===== src/rtl/frodo_mac_pkg.sv =====
// rtl/frodo_mac_pkg.sv - shared constants and q_log mask helper for the FRODO multiply-add pipe
// Contents: default LANES/AW/BW, q_log field width, q_mask() building the modulus mask.
package frodo_mac_pkg;

    localparam int LANES_DEF = 4;
    localparam int AW_DEF    = 16;
    localparam int BW_DEF    = 5;
    localparam int QW        = 5;

    // Low-order ones mask for mod 2^q; q of 0 or wider than aw selects the full aw bits.
    function automatic logic [31:0] q_mask(input logic [QW-1:0] q, input int aw);
        int          eff;
        logic [63:0] m;
        eff = ((q == '0) || (int'(q) > aw)) ? aw : int'(q);
        m   = (64'd1 << eff) - 64'd1;
        return m[31:0];
    endfunction

endpackage


===== src/rtl/frodo_mac_pipe_if.sv =====
// rtl/frodo_mac_pipe_if.sv - operand/result handshake bundle for frodo_mac_pipe
// Signals: in_valid/in_ready/in_a/in_b/in_c/q_log (beat in), out_valid/out_ready/result (beat out),
// acc_sel/acc_clr only when FRODO_MAC_ACC_EN is defined.
// Modports: master drives beats and out_ready; slave is the pipeline's view.
interface frodo_mac_pipe_if
    import frodo_mac_pkg::*;
#(
    parameter int LANES = LANES_DEF,
    parameter int AW    = AW_DEF,
    parameter int BW    = BW_DEF
) ();

    logic                  in_valid;
    logic                  in_ready;
    logic [LANES*AW-1:0]   in_a;
    logic [LANES*BW-1:0]   in_b;
    logic [LANES*AW-1:0]   in_c;
    logic [QW-1:0]         q_log;
    logic                  out_valid;
    logic                  out_ready;
    logic [LANES*AW-1:0]   result;
`ifdef FRODO_MAC_ACC_EN
    logic                  acc_sel;
    logic                  acc_clr;
`endif

    modport master (
`ifdef FRODO_MAC_ACC_EN
        output acc_sel,
        output acc_clr,
`endif
        output in_valid,
        output in_a,
        output in_b,
        output in_c,
        output q_log,
        output out_ready,
        input  in_ready,
        input  out_valid,
        input  result
    );

    modport slave (
`ifdef FRODO_MAC_ACC_EN
        input  acc_sel,
        input  acc_clr,
`endif
        input  in_valid,
        input  in_a,
        input  in_b,
        input  in_c,
        input  q_log,
        input  out_ready,
        output in_ready,
        output out_valid,
        output result
    );

endinterface


===== src/rtl/frodo_mac_lane.sv =====
// rtl/frodo_mac_lane.sv - one lane datapath: S1 product/addend capture, S2 add and q_log mask
// Ports: clk, rstn (async active-low), s1_en_i/s2_en_i stage loads, a_i/b_i/c_i operands,
// mask_i modulus mask for the beat entering S2, result_o; with FRODO_MAC_ACC_EN also
// acc_sel_i/acc_clr_i (the S1 beat's flags) and out_fire_i (result leaving this cycle).
module frodo_mac_lane
    import frodo_mac_pkg::*;
#(
    parameter int AW = AW_DEF,
    parameter int BW = BW_DEF
) (
    input  logic          clk,
    input  logic          rstn,
    input  logic          s1_en_i,
    input  logic          s2_en_i,
    input  logic [AW-1:0] a_i,
    input  logic [BW-1:0] b_i,
    input  logic [AW-1:0] c_i,
    input  logic [AW-1:0] mask_i,
`ifdef FRODO_MAC_ACC_EN
    input  logic          acc_sel_i,
    input  logic          acc_clr_i,
    input  logic          out_fire_i,
`endif
    output logic [AW-1:0] result_o
);

    logic [AW-1:0] b_ext;
    logic [AW-1:0] prod_d, prod_q;
    logic [AW-1:0] c_q;
    logic [AW-1:0] addend;
    logic [AW-1:0] res_d, res_q;

    // Multiplying in AW bits gives the product mod 2^AW directly.
    assign b_ext  = {{(AW-BW){b_i[BW-1]}}, b_i};
    assign prod_d = a_i * b_ext;

`ifdef FRODO_MAC_ACC_EN
    logic [AW-1:0] acc_q;
    logic [AW-1:0] acc_eff;

    // When the older result leaves in the same cycle this beat enters S2, the
    // accumulator has not loaded it yet, so forward it.
    assign acc_eff = out_fire_i ? res_q : acc_q;
    assign addend  = acc_clr_i ? '0 : (acc_sel_i ? acc_eff : c_q);

    always_ff @(posedge clk or negedge rstn) begin
        if (!rstn) begin
            acc_q <= '0;
        end else if (out_fire_i) begin
            acc_q <= res_q;
        end
    end
`else
    assign addend = c_q;
`endif

    assign res_d = (prod_q + addend) & mask_i;

    always_ff @(posedge clk or negedge rstn) begin
        if (!rstn) begin
            prod_q <= '0;
            c_q    <= '0;
            res_q  <= '0;
        end else begin
            if (s1_en_i) begin
                prod_q <= prod_d;
                c_q    <= c_i;
            end
            if (s2_en_i) begin
                res_q <= res_d;
            end
        end
    end

    assign result_o = res_q;

endmodule


===== src/rtl/frodo_mac_pipe.sv =====
// rtl/frodo_mac_pipe.sv - two-stage LANES-wide (a*sext(b)+c) mod 2^q_log pipeline with valid/ready
// Ports: clk, rstn (async active-low), bus (frodo_mac_pipe_if.slave).
// Optional: FRODO_MAC_ACC_EN adds per-lane accumulation selected by acc_sel/acc_clr.
module frodo_mac_pipe
    import frodo_mac_pkg::*;
#(
    parameter int LANES = LANES_DEF,
    parameter int AW    = AW_DEF,
    parameter int BW    = BW_DEF
) (
    input  logic                clk,
    input  logic                rstn,
    frodo_mac_pipe_if.slave     bus
);

    logic              ready_en_q;
    logic              s1_valid_d, s1_valid_q;
    logic              s2_valid_d, s2_valid_q;
    logic [QW-1:0]     q_q;
    logic              s2_advance;
    logic              in_ready;
    logic              in_fire;
    logic              out_fire;
    logic              s2_en;
    logic [AW-1:0]     mask;
    logic [LANES*AW-1:0] result_w;

    assign s2_advance = !s2_valid_q || bus.out_ready;
    // ready_en_q keeps in_ready low until the first edge after reset release.
    assign in_ready   = ready_en_q && (!s1_valid_q || s2_advance);
    assign in_fire    = bus.in_valid && in_ready;
    assign out_fire   = s2_valid_q && bus.out_ready;
    assign s2_en      = s2_advance && s1_valid_q;
    assign mask       = AW'(q_mask(q_q, AW));

    always_comb begin
        s1_valid_d = s1_valid_q;
        s2_valid_d = s2_valid_q;
        if (in_ready) begin
            s1_valid_d = bus.in_valid;
        end
        if (s2_advance) begin
            s2_valid_d = s1_valid_q;
        end
    end

`ifdef FRODO_MAC_ACC_EN
    logic acc_sel_q;
    logic acc_clr_q;
`endif

    always_ff @(posedge clk or negedge rstn) begin
        if (!rstn) begin
            ready_en_q <= 1'b0;
            s1_valid_q <= 1'b0;
            s2_valid_q <= 1'b0;
            q_q        <= '0;
`ifdef FRODO_MAC_ACC_EN
            acc_sel_q  <= 1'b0;
            acc_clr_q  <= 1'b0;
`endif
        end else begin
            ready_en_q <= 1'b1;
            s1_valid_q <= s1_valid_d;
            s2_valid_q <= s2_valid_d;
            if (in_fire) begin
                q_q <= bus.q_log;
`ifdef FRODO_MAC_ACC_EN
                acc_sel_q <= bus.acc_sel;
                acc_clr_q <= bus.acc_clr;
`endif
            end
        end
    end

    for (genvar i = 0; i < LANES; i++) begin : g_lane
        frodo_mac_lane #(
            .AW(AW),
            .BW(BW)
        ) u_lane (
            .clk       (clk),
            .rstn      (rstn),
            .s1_en_i   (in_fire),
            .s2_en_i   (s2_en),
            .a_i       (bus.in_a[i*AW +: AW]),
            .b_i       (bus.in_b[i*BW +: BW]),
            .c_i       (bus.in_c[i*AW +: AW]),
            .mask_i    (mask),
`ifdef FRODO_MAC_ACC_EN
            .acc_sel_i (acc_sel_q),
            .acc_clr_i (acc_clr_q),
            .out_fire_i(out_fire),
`endif
            .result_o  (result_w[i*AW +: AW])
        );
    end

    assign bus.in_ready  = in_ready;
    assign bus.out_valid = s2_valid_q;
    assign bus.result    = result_w;

endmodule


===== src/flat_wrapper.sv =====
// flat-port wrapper written by rule: the top's interface ports become plain ports
module frodo_mac_pipe_flat import frodo_mac_pkg::*;
#(
    parameter int LANES = LANES_DEF,
    parameter int AW    = AW_DEF,
    parameter int BW    = BW_DEF
)
  (clk, rstn, bus_in_valid, bus_in_a, bus_in_b, bus_in_c, bus_q_log, bus_out_ready, bus_in_ready, bus_out_valid, bus_result);
  frodo_mac_pipe_if #(.LANES(LANES), .AW(AW), .BW(BW)) bus_i ();
  input  logic clk;
  input  logic rstn;
  input wire logic [$bits(bus_i.in_valid)-1:0] bus_in_valid;
  input wire logic [$bits(bus_i.in_a)-1:0] bus_in_a;
  input wire logic [$bits(bus_i.in_b)-1:0] bus_in_b;
  input wire logic [$bits(bus_i.in_c)-1:0] bus_in_c;
  input wire logic [$bits(bus_i.q_log)-1:0] bus_q_log;
  input wire logic [$bits(bus_i.out_ready)-1:0] bus_out_ready;
  output wire logic [$bits(bus_i.in_ready)-1:0] bus_in_ready;
  output wire logic [$bits(bus_i.out_valid)-1:0] bus_out_valid;
  output wire logic [$bits(bus_i.result)-1:0] bus_result;
  assign bus_i.in_valid = bus_in_valid;
  assign bus_i.in_a = bus_in_a;
  assign bus_i.in_b = bus_in_b;
  assign bus_i.in_c = bus_in_c;
  assign bus_i.q_log = bus_q_log;
  assign bus_i.out_ready = bus_out_ready;
  assign bus_in_ready = bus_i.in_ready;
  assign bus_out_valid = bus_i.out_valid;
  assign bus_result = bus_i.result;
  frodo_mac_pipe #(.LANES(LANES), .AW(AW), .BW(BW)) u_core (.clk(clk), .rstn(rstn), .bus(bus_i));
endmodule

===== config.mk =====
export PLATFORM = sky130hd
export DESIGN_NAME = frodo_mac_pipe_flat
export DESIGN_NICKNAME = d
export VERILOG_FILES = /design/src/rtl/frodo_mac_pkg.sv /design/src/rtl/frodo_mac_pipe_if.sv /design/src/rtl/frodo_mac_lane.sv /design/src/rtl/frodo_mac_pipe.sv /design/src/flat_wrapper.sv
export SDC_FILE = /design/constraint.sdc
export NUM_CORES = 1
export LEC_CHECK = 0
export CORE_UTILIZATION = 49
export CTS_BUF_LIST = sky130_fd_sc_hd__clkbuf_2
export DETAILED_ROUTE_END_ITERATION = 16
export PLACE_DENSITY = 0.69
export RECOVER_POWER = 50
export SETUP_SLACK_MARGIN = 0.3
export SYNTH_ARGS = -nofsm -noshare
export SYNTH_HDL_FRONTEND = slang
export SYNTH_SLANG_ARGS = --single-unit

===== constraint.sdc =====
create_clock -name clk -period 5.25 [get_ports clk]
set_input_delay 1.05 -clock clk [delete_from_list [all_inputs] [get_ports clk]]
set_output_delay 1.05 -clock clk [all_outputs]
set_load 0.01 [all_outputs]

; ---- Word-level counts from Yosys, hierarchy flattened
; Cells that the tools add are included.
[totals]
output_inout_bits = 66
ff_bits = 200
wordCells = 41
[classes]
shift = 1
muxes = 1
mul = 4
reduce_logical = 9
bitwise = 4
order_cmp = 1
n_addsub = 5
[ops]
columns = cell, count
row1 = 16-bit adder, 4
row2 = 16-bit bitwise AND, 4
row3 = 16-bit by 5-bit multiplier with 16-bit output, 4
row4 = "1-bit by 32-bit left shift with 16-bit output, first input constant", 1
row5 = "16-bit by 1-bit subtractor with 16-bit output, second input constant", 1
row6 = "5-bit greater-than comparator, second input constant", 1
row7 = 5-bit logical NOT, 1
row8 = 5-bit 2-to-1 mux, 1
row9 = 1-bit logical AND, 3
row10 = 1-bit logical OR, 3
row11 = 1-bit logical NOT, 2

; ---- Depth between registers and ports, before layout
; Gate-level depths: netlist of run 1.
[depth]
ltp_word = 6
depth_mapped = 17
mapped_depth_nobuf = 16

; ---- Cells and area by module
; From an unflattened synthesis of run 1, not the netlist that was laid out.
[unflattened]
cells_unflattened = 2055
hier_area_um2 = 19547.5
[by_module_without_submodules]
columns = mod, area_each_um2, cells_each, instances
row1 = frodo_mac_lane (u_core.g_lane[2].u_lane ...), 4717.0, 497, 2
row2 = frodo_mac_lane (u_core.g_lane[0].u_lane), 4717.0, 492, 1
row3 = frodo_mac_lane (u_core.g_lane[1].u_lane), 4634.4, 480, 1
row4 = frodo_mac_pipe, 762.0, 89, 1

; ---- Worst setup path before layout of run 1
; OpenSTA, ideal clock, no wires.
[synth_timing]
path_type = in2reg
startpoint = in bus_in_b[14]
endpoint = reg u_core.g_lane[2].u_lane.prod_q[11]
arrival_ns = 4.447
path_slack_ns = 0.688
stages = 15
path_buffers = 1
t_required_ns = 5.134
path_cell_list = inv_1 > clkbuf_1 > nor2_1 > fa_1 > fa_1 > inv_1 > fa_1 > inv_1 > ha_1 > nor2b_1 > o31a_1 > o21a_1 > o21a_1 > o21a_1 > o311ai_0
[synth_via]
elab_chain_len = 1
[synth_rtl]
columns = item, line_no
row1 = from (decl), flat_wrapper.sv:14  ; input wire logic [$bits(bus_i.in_b)-1:0] bus_in_b;
row2 = 16-bit by 5-bit multiplier with 16-bit output, frodo_mac_lane.sv:35  ; assign prod_d = a_i * b_ext;
row3 = to (signal assigned), frodo_mac_lane.sv:66  ; prod_q <= prod_d;
row4 = to (decl), frodo_mac_lane.sv:28  ; logic [AW-1:0] prod_d, prod_q;
; No other way between the ends.
; A chain may end at the register's enable or synchronous reset.

; ---- Worst setup path in the final report of run 1
[layout_timing]
startpoint = in bus_in_b[14]
endpoint = reg u_core.g_lane[2].u_lane.prod_q[14]
; Same word-level chain as after synthesis.

==> summary.txt, run 1 <==
Detailed routing
  – Detail Route Antenna Nets: 0
  – DR top layer: met4
  – Via Count: 14,759
  – WL/cell: 15.21 microns
  – # DRC: 0
  – TritonRoute pass-1 iters: 4
  – Routed WL: 43,730 microns
  – Met1 WL: 20,040 microns
  – Vias/cell: 5.134
  – DRT iter0 DRCs: 709
  – Met3 wire length: 1386 microns
  – Met2 wire len: 21,000 microns

Floorplan
  – Chip height: 197.2 microns
  – Initial Utilization: 0.4969
  – IO Count: 223
  – Die area: 38,890 sq um
  – Core region area: 37,580 sq um
  – Rows: 71
  – Die width: 197.2 microns

Clock network
  – CTS tree: done
  – Clock latency on the worst-skew pair: 780 ps
  – Root buffer cell: clkbuf_2
  – PostCTS Resize Cnt: 0
  – Clk slew on worst S/H paths: 290 ps
  – Post-CTS setup buffers: 0
  – CTS Buffer Depth: 2
  – Clock net sink count: 200
  – Num CTS Buffers: 17
  – H-tree Lvls: 4
  – Cts hold-fix bufs: 0

Yosys
  – Cell taking the most area after synthesis: dfrtp_1
  – Async set-reset flop share out of synthesis: 1.000
  – YS warnings: 0
  – Top cells by count, synth: nand2_1, inv_1, dfrtp_1, and2_1, ha_1
  – Post-synthesis cell type count: 59
  – Synthesized cell area: 18,670 sq um
  – Synthesized area per cell: 8.734 sq um
  – Top-count cell post-synth: nand2_1
  – Largest cells by area after synthesis: dfrtp_1, fa_1, ha_1
  – Post-synth EDFFs: 0
  – Top FF cell, synth: dfrtp_1
  – Synth Register Bits: 200
  – Top cell type's share of synthesized area: 0.2680
  – Sequential area share after synthesis: 0.2680
  – Synth Instances: 2,138
  – Syn nets: 2,621

Worst hold path
  – Hold depth: 2
  – WHS Endpoint: u_core.g_lane[1].u_lane.result_o[7]$_DFFE_PN0P_
  – Min-Delay Path Class: flip-flop to flip-flop
  – Hold_sp: u_core.g_lane[1].u_lane.result_o[7]$_DFFE_PN0P_

Power
  – Leakage: 10.69 nW
  – Reg power frac: 0.294
  – Pwr dens: 371.3 nW/um^2
  – PnR Total Power: 8.091 mW
  – Power share of the clock group: 0.093
  – Cell Int Power: 4.542 mW
  – NetSw: 3.549 mW
  – Combinational share of power: 0.614
  – Max rail drop VDD: 0.0001534 V
  – Sw frac: 0.4386

STA
  – Relative slew margins: -1.252
  – Crit path time final: 4546 ps
  – Final period utilization: 0.8659
  – Layout Skew: 55.82 ps
  – Worst-Margin Slew: 3379 ps
  – # setup viols final: 0
  – RSZ-0062 raised after global routing: no
  – Fmax: 220.0 MHz
  – Fin Hold WS: 517.2 ps
  – Hold Violations, Final: 0
  – Max Slew Vio Count: 211

Cells and area
  – Final net count: 2,832
  – Reg area: 5005 sq um
  – Multi-input logic area: 12,390 sq um
  – P&R area growth vs syn: 16.70%
  – Fillers: 3,447
  – Layout cells sized above 1: 0.03556

Setup path
  – Critical R2R Capture: u_core.g_lane[2].u_lane.result_o[14]$_DFFE_PN0P_
  – Worst EP arrival: 5120 ps
  – Kind of critical path: input port to flip-flop
  – Required @ worst endpoint: 5820 ps
  – Critical path fanouts, max: 4
  – Flop2flop setup slack: 1160 ps
  – Worst setup EP type: flip-flop
  – Startpoint Class: input port
  – RR Startpoint: u_core.q_q[0]$_DFFE_PN0P_
  – Worst reg-to-reg path cell count: 14

Status
  – Failing checks: capacitance limit, slew limit
  – Status: finished, violations left

GRT
  – Gr usage total: 0.2336
  – First-pass GRT wire length: 73,240 microns
  – Initial antenna violation count: 2
  – Vias in the first global route: 14,955
  – GRT Residual Overflow: 0
  – Pin count of the biggest net entering global routing: 136

Placement
  – Port Buffers: 222
  – HPWL after DPL: 35,340 microns
  – GPL Wtd Cong: 0.8908

Run
  – Number of max-cap violations: 2
-- cells by family (layout without fill, tap and decap cells) --
| logic type | after synthesis | count (layout) | synth area share |
|---|---|---|---|
| and+or+nand+nor | 775 | 775 | 0.1943 |
| other | 1 | 3 | 0.0002008 |
| xor gates and xnor gates | 116 | 116 | 0.05441 |
| adders and majority gates | 326 | 326 | 0.2779 |
| muxes | 5 | 5 | 0.002948 |
| AOI/OAI and AO/OA | 378 | 378 | 0.1340 |
| buffers and inverters | 337 | 561 | 0.06821 |
| DFF | 200 | 200 | 0.2680 |
-- critical path, stage by stage --
cell and delay [ps]:
clkdlybuf4s50_1 530, inv_1 130, fa_1 540, fa_1 510, fa_1 540, inv_1 50
ha_1 260, a21o_1 180, a21o_1 210, a211oi_1 460, o211ai_1 200, a31oi_1 220
xor2_1 150, o21ai_0 80
-- cells in the final DEF, fill, tap and decap left out, types with 19 or more instances in the layout --
| cell | Yosys | routed |
|---|---|---|
| a22o_1 | 40 | 40 |
| nand3_1 | 19 | 19 |
| nor2_1 | 95 | 95 |
| buf_4 | 0 | 30 |
| fa_1 | 148 | 148 |
| o21ai_0 | 97 | 97 |
| clkdlybuf4s50_1 | 0 | 220 |
| o21a_1 | 36 | 36 |
| ha_1 | 178 | 178 |
| xor2_1 | 37 | 37 |
| dfrtp_1 | 200 | 200 |
| nand2_1 | 385 | 384 |
| a21o_1 | 34 | 34 |
| inv_1 | 273 | 273 |
| and2_1 | 192 | 191 |
| a21oi_1 | 69 | 69 |
| xnor2_1 | 79 | 79 |
| nor3_1 | 25 | 25 |
-- through the flow --
step | TNS [ps] | std cells | setup WS, ps | util | instance area [sq um]
6_report | 0 | 2875 | 704.1 | 0.5799 | 21790
5_1_grt | 0 | 2875 | 529.1 | 0.5799 | 21790
4_1_cts | 0 | 2873 | 883.2 | 0.5805 | 21810
3_5_place_dp | -35.93 | 2841 | -35.93 | 0.5741 | 21570
3_3_place_gp | 0 | 2841 | 81.25 | 0.5741 | 21570
2_1_floorplan | 0 | 2138 | 687.5 | - | 18670
-- flip-flops by register name (all words and copies together), names as in the netlist --
name / flops
u_core.q_q: 5
u_core.ready_en_q: 1
u_core.s1_valid_q: 1
u_core.g_lane.u_lane.prod_q: 64
u_core.g_lane.u_lane.result_o: 64
u_core.g_lane.u_lane.addend: 64
u_core.bus.out_valid: 1
-- power groups by stage --
stage | clock [mW] | sequential, mW | combinational (mW)
final | 0.751 | 2.38 | 4.96
after global routing | 0.847 | 2.44 | 5.63
after CTS | 0.787 | 2.38 | 5.01
after detailed placement | 0 | 2.41 | 4.98
after global placement | 0 | 2.40 | 4.87
after floorplan | 0 | 2.40 | 3.42
-- worst max path at each step --
stage                            start                                              to  slack, ps  depth (start not counted)
after global placement    bus_in_a[36]  u_core.g_lane[2].u_lane.prod_q[14]$_DFFE_PN0P_         80                         14
final                     bus_in_b[14]  u_core.g_lane[2].u_lane.prod_q[14]$_DFFE_PN0P_        700                         14
after global routing      bus_in_b[12]  u_core.g_lane[2].u_lane.prod_q[14]$_DFFE_PN0P_        530                         14
after detailed placement  bus_in_b[14]  u_core.g_lane[2].u_lane.prod_q[14]$_DFFE_PN0P_        -40                         14
after floorplan           bus_in_b[14]  u_core.g_lane[2].u_lane.prod_q[11]$_DFFE_PN0P_        690                         15
after CTS                 bus_in_b[14]  u_core.g_lane[2].u_lane.prod_q[14]$_DFFE_PN0P_        880                         14
-- routing by layer --
metal,up-vias,track usage
met5,-,0
met4,0,0.07580
met3,63,0.02612
met2,245,0.4008
met1,7092,0.3076
li1,7359,-
-- area by class of cell --
| type | instances | share of cell area |
|---|---|---|
| Inverter | 275 | 0.04737 |
| Sequential cell | 200 | 0.2297 |
| Clock buffer | 17 | 0.003904 |
| Tap cell | 511 | 0.02934 |
| Clock inverter | 15 | 0.007119 |
| Antenna cell | 2 | 0.0002297 |
| Timing Repair Buffer | 254 | 0.1139 |
| Multi-Input combinational cell | 1601 | 0.5685 |
(Power assumes the default switching activity.)
==> run 2: changes to the inputs <==
- CORE_ASPECT_RATIO: default -> 1.4
- CORE_MARGIN: default -> 4
==> run 2 against run 1 <==
Effect of this change:
- the run still ends with capacitance limit, slew limit left
- sequential power increased by 2%
- core utilization decreased by 0.085 points
- worst hold slack got worse by 1.3 ps
- final cell count decreased by 1.4%
- global-route usage decreased by 0.25 points
- critical path type unchanged
==> summary.txt, run 2 (synthesized netlist as in run 1, its figures left out) <==
Cells and area
  – Most common cell after layout, fill and taps aside: nand2_1
  – P&R area growth vs syn: 16.68%
  – Layout cells sized above 1: 0.03514
  – Fillers: 3,441
  – Leading cell types in the layout, fill and taps excluded: nand2_1, inv_1, clkdlybuf4s50_1
  – Final net count: 2,832

Detailed routing
  – Met1 WL: 20,190 microns
  – WL/cell: 16.45 microns
  – TritonRoute pass-1 iters: 5
  – Met3 wire length: 1866 microns
  – # DRC: 0
  – Routed WL: 46,660 microns
  – Detail Route Antenna Nets: 0
  – DRT iter0 DRCs: 697
  – Met2 wire len: 23,320 microns
  – Via Count: 14,919
  – DR top layer: met4
  – Vias/cell: 5.261

Placement
  – Port Buffers: 222
  – GPL Wtd Cong: 0.8941
  – Place WS: -47.03 ps
  – HPWL after DPL: 38,420 microns

Setup path
  – Slowest-stage cell, CP: clkdlybuf4s50_1
  – Critical path fanouts, max: 13
  – Crit-path cells: clkdlybuf4s50_1 -> nand2_1 -> fa_1 -> fa_1 -> fa_1 -> inv_1 -> ha_1 -> a21o_1 -> a21o_1 -> a211oi_1 -> o211ai_1 -> a31oi_1 -> xor2_1 -> o21ai_0
  – RR Startpoint: u_core.q_q[0]$_DFFE_PN0P_
  – Required @ worst endpoint: 5990 ps
  – Top delay family on crit path: adder cells
  – Flop2flop setup slack: 1340 ps
  – Worst EP arrival: 5160 ps
  – Max stage delay on crit path: 710 ps
  – CP dominant cell by count: fa_1
  – Startpoint Class: input port
  – Crit. Startpoint: bus_in_b[13]
  – Kind of critical path: input port to flip-flop
  – CP bufs+invs: 2
  – Worst setup EP type: flip-flop

Worst hold path
  – Hold_sp: u_core.g_lane[1].u_lane.addend[11]$_DFFE_PN0P_
  – Min-Delay Path Class: flip-flop to flip-flop

Clock network
  – CTS Buffer Depth: 2
  – Root buffer cell: clkbuf_2
  – Clk slew on worst S/H paths: 230 ps
  – Post-CTS setup buffers: 0
  – Clock latency on the worst-skew pair: 870 ps
  – H-tree Lvls: 4
  – PostCTS Resize Cnt: 0
  – Clock net sink count: 200
  – CTS tree: done
  – Cts hold-fix bufs: 0
  – Num CTS Buffers: 17

STA
  – Hold Violations, Final: 0
  – Fmax: 226.0 MHz
  – Max Slew Vio Count: 222
  – Layout Skew: 45.29 ps
  – # setup viols final: 0
  – RSZ-0062 raised after global routing: no
  – Final period utilization: 0.8428
  – Crit path time final: 4425 ps
  – Relative slew margins: -0.9908
  – Fin Hold WS: 515.9 ps
  – Final worst setup slack: 825.3 ps
  – Worst-Margin Slew: 2986 ps

Status
  – Failing checks: capacitance limit, slew limit
  – Status: finished, violations left

GRT
  – First-pass GRT wire length: 78,010 microns
  – Pin count of the biggest net entering global routing: 120
  – GRT Residual Overflow: 0
  – Initial antenna violation count: 1
  – Vias in the first global route: 15,610
  – Gr usage total: 0.2311

Floorplan
  – Die width: 173.0 microns
  – IO Count: 223
  – Die area: 41,340 sq um
  – Rows: 84
  – Initial Utilization: 0.4963
  – Core region area: 37,630 sq um
  – Chip height: 239.0 microns

Run
  – Number of max-cap violations: 3

Power
  – Pwr dens: 382.8 nW/um^2
  – Leakage: 10.70 nW
  – PnR Total Power: 8.340 mW
  – Max rail drop VDD: 0.0002021 V
[run 2: path summary, 6_finish.rpt]
path / end / depth (start not counted)
max: u_core.g_lane[2].u_lane.prod_q[14]$_DFFE_PN0P_ / 14
min reg2reg: u_core.g_lane[1].u_lane.addend[11]$_DFFE_PN0P_ / 2
min: u_core.g_lane[1].u_lane.addend[11]$_DFFE_PN0P_ / 2
max reg2reg: u_core.g_lane[0].u_lane.result_o[14]$_DFFE_PN0P_ / 14
max in group asynchronous: u_core.g_lane[3].u_lane.prod_q[6]$_DFFE_PN0P_ / 2
min in group asynchronous: u_core.g_lane[2].u_lane.addend[2]$_DFFE_PN0P_ / 1
[run 2: routing by layer]
layer | up-vias | GRT usage
met1 | 7188 | 0.2943
met3 | 61 | 0.03022
met2 | 312 | 0.4129
met5 | - | 0
li1 | 7358 | -
met4 | 0 | 0.06994
[run 2: report_power, final]
part	internal (mW)	switching [mW]	total [mW]	leakage (nW)
Clock	0.315	0.542	0.858	0.159
Combinational	2.36	2.70	5.06	8.03
Sequential	2.04	0.386	2.42	2.51
[run 2: worst min-delay path: stages, from the launching register on]
cell	delay [ps]
dfrtp_1	400
nand2_1	50
nand2_1	50
[run 2: layout make-up]
cell class | count | area, sq um | area share
Sequential cell | 200 | 5005 | 0.2297
Clock buffer | 17 | 85.08 | 0.003905
Timing Repair Buffer | 254 | 2477 | 0.1137
Inverter | 275 | 1032 | 0.04738
Antenna cell | 1 | 2.502 | 0.0001149
Multi-Input combinational cell | 1601 | 12400 | 0.5690
Tap cell | 473 | 591.8 | 0.02716
Clock inverter | 15 | 197.7 | 0.009073
[run 2: metrics by stage]
stage | utilization | cell area, sq um | TNS, ps | std cells
2_1_floorplan | - | 18670 | 0 | 2138
3_3_place_gp | 0.5721 | 21530 | 0 | 2803
3_5_place_dp | 0.5721 | 21530 | -119.6 | 2803
4_1_cts | 0.5796 | 21810 | 0 | 2835
5_1_grt | 0.5791 | 21790 | 0 | 2836
6_report | 0.5791 | 21790 | 0 | 2836
